**config.mk**
```make
export PLATFORM = sky130hd
export DESIGN_NAME = spi_cs_ctrl
export DESIGN_NICKNAME = d
export VERILOG_FILES = /design/src/rtl/spi_pkg.sv /design/src/rtl/cs_delay_cnt.sv /design/src/rtl/spi_cs_ctrl.sv
export SDC_FILE = /design/constraint.sdc
export NUM_CORES = 1
export LEC_CHECK = 0
export CAP_MARGIN = 20
export CORE_UTILIZATION = 43
export CTS_CLUSTER_DIAMETER = 200
export DETAILED_ROUTE_END_ITERATION = 7
export PLACE_DENSITY = 0.83
export RECOVER_POWER = 25
export REMOVE_ABC_BUFFERS = 1
export SYNTH_ARGS = -nofsm -noshare
export SYNTH_HDL_FRONTEND = slang
export SYNTH_SLANG_ARGS = --single-unit
```
**constraint.sdc**
```tcl
create_clock -name clk -period 1.6 [get_ports clk]
set_clock_uncertainty 0.2 [all_clocks]
set_input_delay 0.24 -clock clk [delete_from_list [all_inputs] [get_ports clk]]
set_output_delay 0.24 -clock clk [all_outputs]
set_load 0.02 [all_outputs]
```
**src/rtl/spi_pkg.sv**
```systemverilog
// Shared types and timing defaults for the SPI chip-select controller.
//   cs_state_t  : controller state encoding (IDLE, LEAD, ACTIVE, HOLD, LAG, GAP)
//   SPI_*       : default select-line count and CS timing in clk cycles
//   sel_width   : width of a slave index for a given select-line count (min 1)
//   dly_max     : largest of the three CS delays
//   cnt_width   : delay counter width able to hold dly_max (min 1)
package spi_pkg;

  typedef enum logic [2:0] {
    CS_IDLE,
    CS_LEAD,
    CS_ACTIVE,
    CS_HOLD,
    CS_LAG,
    CS_GAP
  } cs_state_t;

  localparam int SPI_NUM_SS      = 4;
  localparam int SPI_LEAD_CYCLES = 2;
  localparam int SPI_LAG_CYCLES  = 2;
  localparam int SPI_GAP_CYCLES  = 4;
  localparam int SPI_DLY_MAX     = 255;

  function automatic int sel_width(input int n);
    return (n > 1) ? $clog2(n) : 1;
  endfunction

  function automatic int dly_max(input int lead, input int lag, input int gap);
    int m;
    m = lead;
    if (lag > m) m = lag;
    if (gap > m) m = gap;
    return m;
  endfunction

  function automatic int cnt_width(input int lead, input int lag, input int gap);
    int m;
    m = dly_max(lead, lag, gap);
    return (m > 0) ? $clog2(m + 1) : 1;
  endfunction

endpackage

```
**src/rtl/cs_delay_cnt.sv**
```systemverilog
// Loadable down-counter shared by the LEAD, LAG and GAP phases.
//   clk, rst : clock, synchronous active-high reset (count -> 0)
//   load     : load 'value' (clipped to MAX) this cycle
//   value    : load value
//   zero     : count is zero; the counter stops there until reloaded
module cs_delay_cnt
  import spi_pkg::*;
#(
  parameter int W   = 8,
  parameter int MAX = SPI_DLY_MAX
) (
  input  logic         clk,
  input  logic         rst,
  input  logic         load,
  input  logic [W-1:0] value,
  output logic         zero
);

  logic [W-1:0] cnt;

  // A load never exceeds the largest programmed delay, so the count cannot wrap.
  function automatic logic [W-1:0] sat_load(input logic [W-1:0] v);
    if (32'(v) > MAX) return W'(MAX);
    return v;
  endfunction

  always_ff @(posedge clk) begin
    if (rst) begin
      cnt <= '0;
    end else if (load) begin
      cnt <= sat_load(value);
    end else if (cnt != '0) begin
      cnt <= cnt - W'(1);
    end
  end

  assign zero = (cnt == '0);

endmodule

```
**src/rtl/spi_cs_ctrl.sv**
```systemverilog
// Multi-slave SPI chip-select controller.
// Asserts one of NUM_SS select lines per request, enforces CS-to-clock lead,
// clock-to-CS lag and a minimum deselect gap, and pulses 'start' to the shifter.
// With 'hold' set at 'done' the line stays asserted for a follow-up transfer
// to the same slave.
//   clk, rst  : clock, synchronous active-high reset
//   transmit  : request, accepted only while ready
//   slave_sel : target slave index, sampled with transmit
//   hold      : keep CS asserted after the transfer (sampled with done / in HOLD)
//   done      : one-cycle end-of-transfer pulse from the shifter
//   ss        : registered select lines, per-line polarity from SS_ACT_LVL
//   start     : one-cycle pulse to the shifter
//   ready     : a request would be accepted this cycle
//   busy      : a CS line is active or the deselect gap is running
//   err       : one-cycle pulse, cycle after a dropped request
module spi_cs_ctrl
  import spi_pkg::*;
#(
  parameter int                NUM_SS      = SPI_NUM_SS,
  parameter int                SEL_W       = sel_width(NUM_SS),
  parameter logic [NUM_SS-1:0] SS_ACT_LVL  = '0,
  parameter int                LEAD_CYCLES = SPI_LEAD_CYCLES,
  parameter int                LAG_CYCLES  = SPI_LAG_CYCLES,
  parameter int                GAP_CYCLES  = SPI_GAP_CYCLES
) (
  input  logic              clk,
  input  logic              rst,
  input  logic              transmit,
  input  logic [SEL_W-1:0]  slave_sel,
  input  logic              hold,
  input  logic              done,
  output logic [NUM_SS-1:0] ss,
  output logic              start,
  output logic              ready,
  output logic              busy,
  output logic              err
);

  localparam int CNT_W   = cnt_width(LEAD_CYCLES, LAG_CYCLES, GAP_CYCLES);
  localparam int CNT_MAX = dly_max(LEAD_CYCLES, LAG_CYCLES, GAP_CYCLES);

  // The counter is loaded on entry to a timed phase and that entry cycle is
  // itself the first cycle of the phase, so it is loaded with length-1 and the
  // phase ends on the cycle it reads zero.
  localparam logic [CNT_W-1:0] LEAD_LD = (LEAD_CYCLES > 0) ? CNT_W'(LEAD_CYCLES - 1) : '0;
  localparam logic [CNT_W-1:0] LAG_LD  = (LAG_CYCLES  > 0) ? CNT_W'(LAG_CYCLES  - 1) : '0;
  localparam logic [CNT_W-1:0] GAP_LD  = (GAP_CYCLES  > 0) ? CNT_W'(GAP_CYCLES  - 1) : '0;

  // Zero-length phases are skipped entirely.
  localparam cs_state_t AFTER_REQ  = (LEAD_CYCLES > 0) ? CS_LEAD : CS_ACTIVE;
  localparam cs_state_t AFTER_LAG  = (GAP_CYCLES  > 0) ? CS_GAP  : CS_IDLE;
  localparam cs_state_t AFTER_DONE = (LAG_CYCLES  > 0) ? CS_LAG  : AFTER_LAG;

  cs_state_t         state;
  cs_state_t         state_nxt;
  logic [SEL_W-1:0]  sel_q;
  logic [SEL_W-1:0]  sel_nxt;
  logic              sel_load;
  logic              sel_ok;
  logic              cnt_load;
  logic [CNT_W-1:0]  cnt_val;
  logic              cnt_zero;
  logic              cs_on_nxt;
  logic              start_nxt;
  logic              err_nxt;
  logic [NUM_SS-1:0] ss_nxt;

  assign sel_ok = (32'(slave_sel) < NUM_SS);

  cs_delay_cnt #(
    .W   (CNT_W),
    .MAX (CNT_MAX)
  ) u_cnt (
    .clk   (clk),
    .rst   (rst),
    .load  (cnt_load),
    .value (cnt_val),
    .zero  (cnt_zero)
  );

  always_ff @(posedge clk) begin
    if (rst) begin
      state <= CS_IDLE;
      ss    <= ~SS_ACT_LVL;
      start <= 1'b0;
      err   <= 1'b0;
    end else begin
      state <= state_nxt;
      ss    <= ss_nxt;
      start <= start_nxt;
      err   <= err_nxt;
    end
  end

  // The selected index is only meaningful while a line is asserted.
  always_ff @(posedge clk) begin
    if (sel_load) sel_q <= slave_sel;
  end

  always_comb begin
    state_nxt = state;
    err_nxt   = 1'b0;
    sel_load  = 1'b0;
    case (state)
      CS_IDLE: begin
        if (transmit) begin
          if (sel_ok) begin
            sel_load  = 1'b1;
            state_nxt = AFTER_REQ;
          end else begin
            err_nxt = 1'b1;
          end
        end
      end
      CS_LEAD: begin
        err_nxt = transmit;
        if (cnt_zero) state_nxt = CS_ACTIVE;
      end
      CS_ACTIVE: begin
        err_nxt = transmit;
        if (done) state_nxt = hold ? CS_HOLD : AFTER_DONE;
      end
      CS_HOLD: begin
        // A request beats a released hold in the same cycle; only the
        // already-selected slave can reuse the asserted line.
        if (transmit) begin
          if (slave_sel == sel_q) state_nxt = CS_ACTIVE;
          else                    err_nxt   = 1'b1;
        end else if (!hold) begin
          state_nxt = AFTER_DONE;
        end
      end
      CS_LAG: begin
        err_nxt = transmit;
        if (cnt_zero) state_nxt = AFTER_LAG;
      end
      CS_GAP: begin
        err_nxt = transmit;
        if (cnt_zero) state_nxt = CS_IDLE;
      end
      default: state_nxt = CS_IDLE;
    endcase
  end

  // Derived from the next state so that ss and start line up with the state
  // register: every entry into ACTIVE (from IDLE, LEAD or HOLD) starts a transfer.
  always_comb begin
    start_nxt = (state_nxt == CS_ACTIVE) && (state != CS_ACTIVE);
    cnt_load  = (state_nxt != state) &&
                ((state_nxt == CS_LEAD) || (state_nxt == CS_LAG) || (state_nxt == CS_GAP));
    case (state_nxt)
      CS_LEAD: cnt_val = LEAD_LD;
      CS_LAG:  cnt_val = LAG_LD;
      CS_GAP:  cnt_val = GAP_LD;
      default: cnt_val = '0;
    endcase
    sel_nxt   = sel_load ? slave_sel : sel_q;
    cs_on_nxt = (state_nxt == CS_LEAD) || (state_nxt == CS_ACTIVE) ||
                (state_nxt == CS_HOLD) || (state_nxt == CS_LAG);
    for (int i = 0; i < NUM_SS; i++) begin
      ss_nxt[i] = (cs_on_nxt && (sel_nxt == SEL_W'(i))) ? SS_ACT_LVL[i] : ~SS_ACT_LVL[i];
    end
  end

  assign ready = (state == CS_IDLE) || (state == CS_HOLD);
  assign busy  = (state != CS_IDLE);

endmodule

```
==> results.yml, run 1 <==
run_status:
  status: "finished with violations"
  violations: "negative setup slack"
synthesis:
  async_flop_share_pct: 0
  synth_top_area_share_pct: 39.0
  syn_inst: 80
  synth_common_cells: "14 x dfxtp_1, 7 x inv_1, 6 x a21oi_1"
  synth_seq_cells: 14
  syn_area_sq_um: 719
  synth.distinct_cells: 29
  synth_area_per_cell_sq_um: 8.99
  yosysWarnings: 0
  yosys.area.top_type: "dfxtp_1"
  ys.flop_type: "dfxtp_1"
  yosysSeqAreaShare_pct: 39.0
  synth_edf_count: 0
  synth_area_leaders: "dfxtp_1 39%, mux2i_1 7.0%, xor2_1 6.1%"
  yosysMostFrequentCell: "dfxtp_1"
timing:
  setup_violations: 12
  hold_viol_final: 0
  relSlewSlack_pct: 77.4
  rsz0062_at_grt: "yes"
  fmax_ghz: 0.539
  fin_crit_ns: 1.85
  worst_slew_pin_slew_ns: 0.335
  fin_crit_sh_pct: 116
  finalHoldWorstSlack_ns: 0.358
  tns_ns: -1.50
  setup_slack_ns: -0.254
  slew_violations: 0
floorplanning:
  ios: 15
  rows: 14
  die_h_um: 42.9
  start_util_pct: 46.7
  dieWidth_um: 42.9
  coreArea_sq_um: 1540
  die-area_sq_um: 1840
drt:
  drtAntennaViolNets: 0
  vias_per_cell: 6.09
  drc_errors: 0
  num_vias: 779
  wire_per_inst_um: 18.5
  dr.first_iter.drc_count: 33
  drtPass1Iterations: 4
  routed_wirelength_um: 2370
placed_design:
  io_buffers: 14
  post-dp-hpwl_um: 1170
  place_inst: 120
  dpl_worst_slack_ns: -0.343
  placed_area_sq_um: 956
  gp_congestion: 0.782
layout:
  layout-drive-gt1-share_pct: 45.5
  antenna_cells: 0
  syn_to_final_growth_pct: 58.6
  multi_input_area_sq_um: 480
  stdcell_area_sq_um: 1140
  final_util_pct: 74.0
  final_cells: 128
  regArea_sq_um: 289
  final_nets: 122
  fillCellCount: 96
clocking:
  numCtsBuffers: 3
  cts.sinks: 14
  max-clock-path-buffers: 2
  cts_tree: "done"
  clock_latency_ns: 0.28
  postCtsHoldBufs: 0
  htree_levels: 1
  clk_pin_slew_ns: 0.08
  root_buffer: "clkbuf_4"
pwr:
  power_density_nw_per_um2: 1950
  peakVddDrop_mv: 1.08
  p_total_mw: 2.23
  p_leak_nw: 0.476
worst_setup_path:
  end_kind: "flip-flop"
  cp_data_arrival_time_ns: 1.87
  start_kind: "flip-flop"
  cp.required_ns: 1.61
  critical_path_class: "flip-flop to flip-flop"
  cp_max_fo: 5
global_routing:
  overflow: 0
  grt_antenna_before_repair: 0
  grt_pass1_wl_um: 3220
  grt_start_max_net_pins: 11
  grt_util_all_layers_pct: 23.9
  grt_pass1_vias: 692
hold_path:
  min_path_type: "flip-flop to flip-flop"
run:
  maxCapViolCount: 0
[critical path, stage by stage, from the launching register on]
cell and delay, ns:
dfxtp_2 0.33, inv_2 0.07, ha_4 0.14, nor2b_4 0.21
mux2i_1 0.26, o32a_1 0.25, nand3_2 0.16, nand4_1 0.16
[cell usage in the layout, fill, tap and decap left out, types with 2 or more instances in the layout]
cell type / count
clkbuf_4: 3
dfxtp_1: 9
a21oi_1: 4
buf_4: 18
a21oi_2: 2
nand4_1: 4
dlygate4sd2_1: 6
mux2i_1: 2
mux2i_4: 3
nand2_1: 4
nor2_1: 5
o32a_1: 2
nor3_1: 2
xor2_1: 5
clkinv_2: 2
clkdlybuf4s50_1: 6
inv_1: 5
or3_4: 2
dfxtp_2: 4
inv_2: 2
[kinds of logic (layout without fill, tap and decap cells)]
family,count (synthesis),count (layout),synth area share (%)
simple gates,24,24,18.8
compound gates,15,15,14.6
flops,14,14,39.0
buf+inv,14,46,9.91
xor+xnor,6,6,7.30
mux,5,5,6.96
fa+ha+maj,2,2,3.48
[registers in the layout, summed over array words and instances, names as in the netlist]
name,cells
err,1
ss,4
sel_q,2
state,3
u_cnt.cnt,3
start,1
[metal layers]
layer / up-vias / track usage (%) / part of all wire (%)
met4: 0 / 13.1 / 5.3
met5: - / 0 / 0
met1: 364 / 28.8 / 38
met3: 20 / 5.96 / 8.3
met2: 51 / 38.5 / 48
li1: 344 / - / -
[area by class of cell]
| cell class | instances | share of cell area (%) |
|---|---|---|
| tap | 16 | 1.75 |
| multi-input combinational | 52 | 42.1 |
| sequential | 14 | 25.3 |
| inverter | 9 | 3.18 |
| clock buffer | 4 | 3.18 |
| timing repair buffer | 33 | 24.5 |
[worst paths after layout]
kind              depth (start not counted)         start            to  slack [ns]
setup reg to reg                          7  u_cnt.cnt[1]         ss[1]       -0.25
hold reg to reg                           2  u_cnt.cnt[1]  u_cnt.cnt[1]        0.36
setup / recovery                          7  u_cnt.cnt[1]         ss[1]       -0.25
hold / removal                            2  u_cnt.cnt[1]  u_cnt.cnt[1]        0.36
[where the power goes]
part / switching (mW) / leakage [nW] / internal [mW]
clock: 0.114 / 0.0210 / 0.138
sequential: 0.0757 / 0.117 / 0.469
combinational: 0.747 / 0.337 / 0.685
[timing repair]
action,in CTS,in global routing
setup buffers,3,3
setup endpoints to repair,19,14
pin swaps,7,7
gates resized for setup,30,17
Note: power is estimated with default switching activity, not from simulation.
==> run 2, diff against run 1 <==
--- a/config.mk
+++ b/config.mk
@@ -9,7 +9,7 @@
 export CORE_UTILIZATION = 43
 export CTS_CLUSTER_DIAMETER = 200
 export DETAILED_ROUTE_END_ITERATION = 7
-export PLACE_DENSITY = 0.83
+export PLACE_DENSITY = 0.72
 export RECOVER_POWER = 25
 export REMOVE_ABC_BUFFERS = 1
 export SYNTH_ARGS = -nofsm -noshare
==> run 2 against run 1 <==
The run still ends with negative setup slack left; total power fell by 6.2%; fmax rose by 10%; worst hold slack improved by 0.023 ns; die area did not move; count of clock-buffer cells in the layout did not move; design area fell by 3.7%; core utilization fell by 2.8 points; sequential power fell by 1%; sequential cell count did not move; critical endpoint unchanged; largest cell class unchanged.
==> results.yml, run 2 (same netlist as run 1, synthesis figures left out) <==
floorplanning:
  die-area_sq_um: 1840
  rows: 14
  die_h_um: 42.9
  ios: 15
  coreArea_sq_um: 1540
  start_util_pct: 46.7
  dieWidth_um: 42.9
timing:
  setup_slack_ns: -0.0803
  hold_viol_final: 0
  setup_violations: 11
  fmax_ghz: 0.595
  worst_slew_pin_slew_ns: 0.363
  fin_crit_ns: 1.68
  finalHoldWorstSlack_ns: 0.381
  slew_violations: 0
  fin_crit_sh_pct: 105
  rsz0062_at_grt: "yes"
  relSlewSlack_pct: 75.5
worst_setup_path:
  slowest_delay_ns: 0.42
  cp_data_arrival_time_ns: 1.63
  critPathSlowestCell: "or3_4"
  start_kind: "flip-flop"
  reg2reg_setup_slack_ns: -0.08
  cp.required_ns: 1.55
  worstPathCellList: "or3_4 -> nor2_4 -> mux2i_1 -> buf_4 -> nand4_1"
  r2r_end: "ss[1]"
  cp_max_fo: 3
  end_kind: "flip-flop"
  critical_path_class: "flip-flop to flip-flop"
  worstRegToRegCells: 5
  r2r-start: "state[1]"
layout:
  regMostFlops: "ss"
  syn_to_final_growth_pct: 52.7
  final_cell_mix: "19 x buf_4, 10 x dfxtp_1, 6 x clkdlybuf4s50_1, 6 x dlygate4sd2_1"
  layout_top_registers: "ss: 4 flops, state: 3 flops, u_cnt.cnt: 3 flops"
  final_cells: 129
  antenna_cells: 0
  layout-drive-gt1-share_pct: 40.7
  largest_reg_flops: 4
  final_nets: 123
  final_common_cell: "buf_4"
global_routing:
  grt_util_all_layers_pct: 19.8
  grt_pass1_wl_um: 2740
  grt_antenna_before_repair: 0
  grt_pass1_vias: 658
  overflow: 0
  grt_start_max_net_pins: 11
run_status:
  status: "finished with violations"
  violations: "negative setup slack"
hold_path:
  whs_endpoint: "u_cnt.cnt[2]"
  hp-start: "u_cnt.cnt[2]"
  hold_depth: 2
  min_path_type: "flip-flop to flip-flop"
drt:
  drc_errors: 0
  num_vias: 691
  drtPass1Iterations: 4
  dr.first_iter.drc_count: 14
  routed_wirelength_um: 1640
  wire_per_inst_um: 12.7
  vias_per_cell: 5.36
  drtAntennaViolNets: 0
pwr:
  p_leak_nw: 0.472
  peakVddDrop_mv: 1.25
  power_density_nw_per_um2: 1900
placed_design:
  gp_congestion: 0.792
  post-dp-hpwl_um: 1230
  place_inst: 123
  io_buffers: 14
run:
  maxCapViolCount: 0
clocking:
  root_buffer: "clkbuf_4"
  clock_latency_ns: 0.28
  max-clock-path-buffers: 2
  cts.sinks: 14
  htree_levels: 1
  clk_pin_slew_ns: 0.09
  numCtsBuffers: 3
  cts_tree: "done"
==> run 2: timing repair <==
action | 4_1_cts | 5_1_grt
hold buffers | 0 | 0
endpoints found under the setup margin | 20 | 13
pin swaps | 12 | 5
endpoints found under the hold margin | 0 | 0
gates resized for setup | 33 | 5
buffers inserted | 1 | 1
==> run 2: critical path: cells and delay by family (launching register included) <==
kind | cells | cell delay, ns
buf+inv | 1 | 0.15
flops | 1 | 0.34
mux | 1 | 0.20
simple gates | 3 | 0.67
==> run 2: final cells by class <==
type                    count  area [sq um]
clock buffers               4          36.3
fillers                   111           443
inverters                   9          37.5
multi-input cells          52           437
flip-flops and latches     14           285
well taps                  16          20.0
repair buffers             34           283
==> run 2: layer usage <==
layer | track usage (%) | part of all wire (%)
met5 | 0 | 0
met1 | 23.5 | 47
met3 | 4.68 | 3.4
met4 | 5.63 | 0.85
met2 | 34.8 | 49
==> run 2: worst max path at each step <==
stage	start	endpoint	cells after the start
final	state[1]	ss[1]	5
after global routing	u_cnt.cnt[1]	ss[1]	8
after CTS	u_cnt.cnt[1]	ss[2]	8
after detailed placement	slave_sel[1]	ss[1]	6
after global placement	slave_sel[1]	ss[2]	6
after floorplan	u_cnt.cnt[0]	ss[0]	7
==> run 2: stage by stage <==
stage	TNS, ns	setup slack (ns)	cell area [sq um]	utilization [%]	total power, mW
after global routing	-1.32	-0.174	1100	71.3	2.23
after floorplan	-2.40	-0.275	683	-	1.13
final	-0.485	-0.0803	1100	71.3	2.09
after CTS	-0.306	-0.0479	1090	70.5	2.04
after global placement	-2.79	-0.326	978	63.5	1.61
after detailed placement	-3.18	-0.330	978	63.5	1.64
==> run 2: power breakdown <==
part	switching [mW]	total [mW]	internal [mW]
clock	0.112	0.250	0.138
sequential	0.0729	0.539	0.466
combinational	0.639	1.30	0.662
==> run 3, diff against run 2 <==
--- a/config.mk
+++ b/config.mk
@@ -5,6 +5,7 @@
 export SDC_FILE = /design/constraint.sdc
 export NUM_CORES = 1
 export LEC_CHECK = 0
+export ABC_CLOCK_PERIOD_IN_PS = 1600
 export CAP_MARGIN = 20
 export CORE_UTILIZATION = 43
 export CTS_CLUSTER_DIAMETER = 200
==> results of run 3 <==
Same layout as run 2: the final DEF is identical, and so are final timing and power.
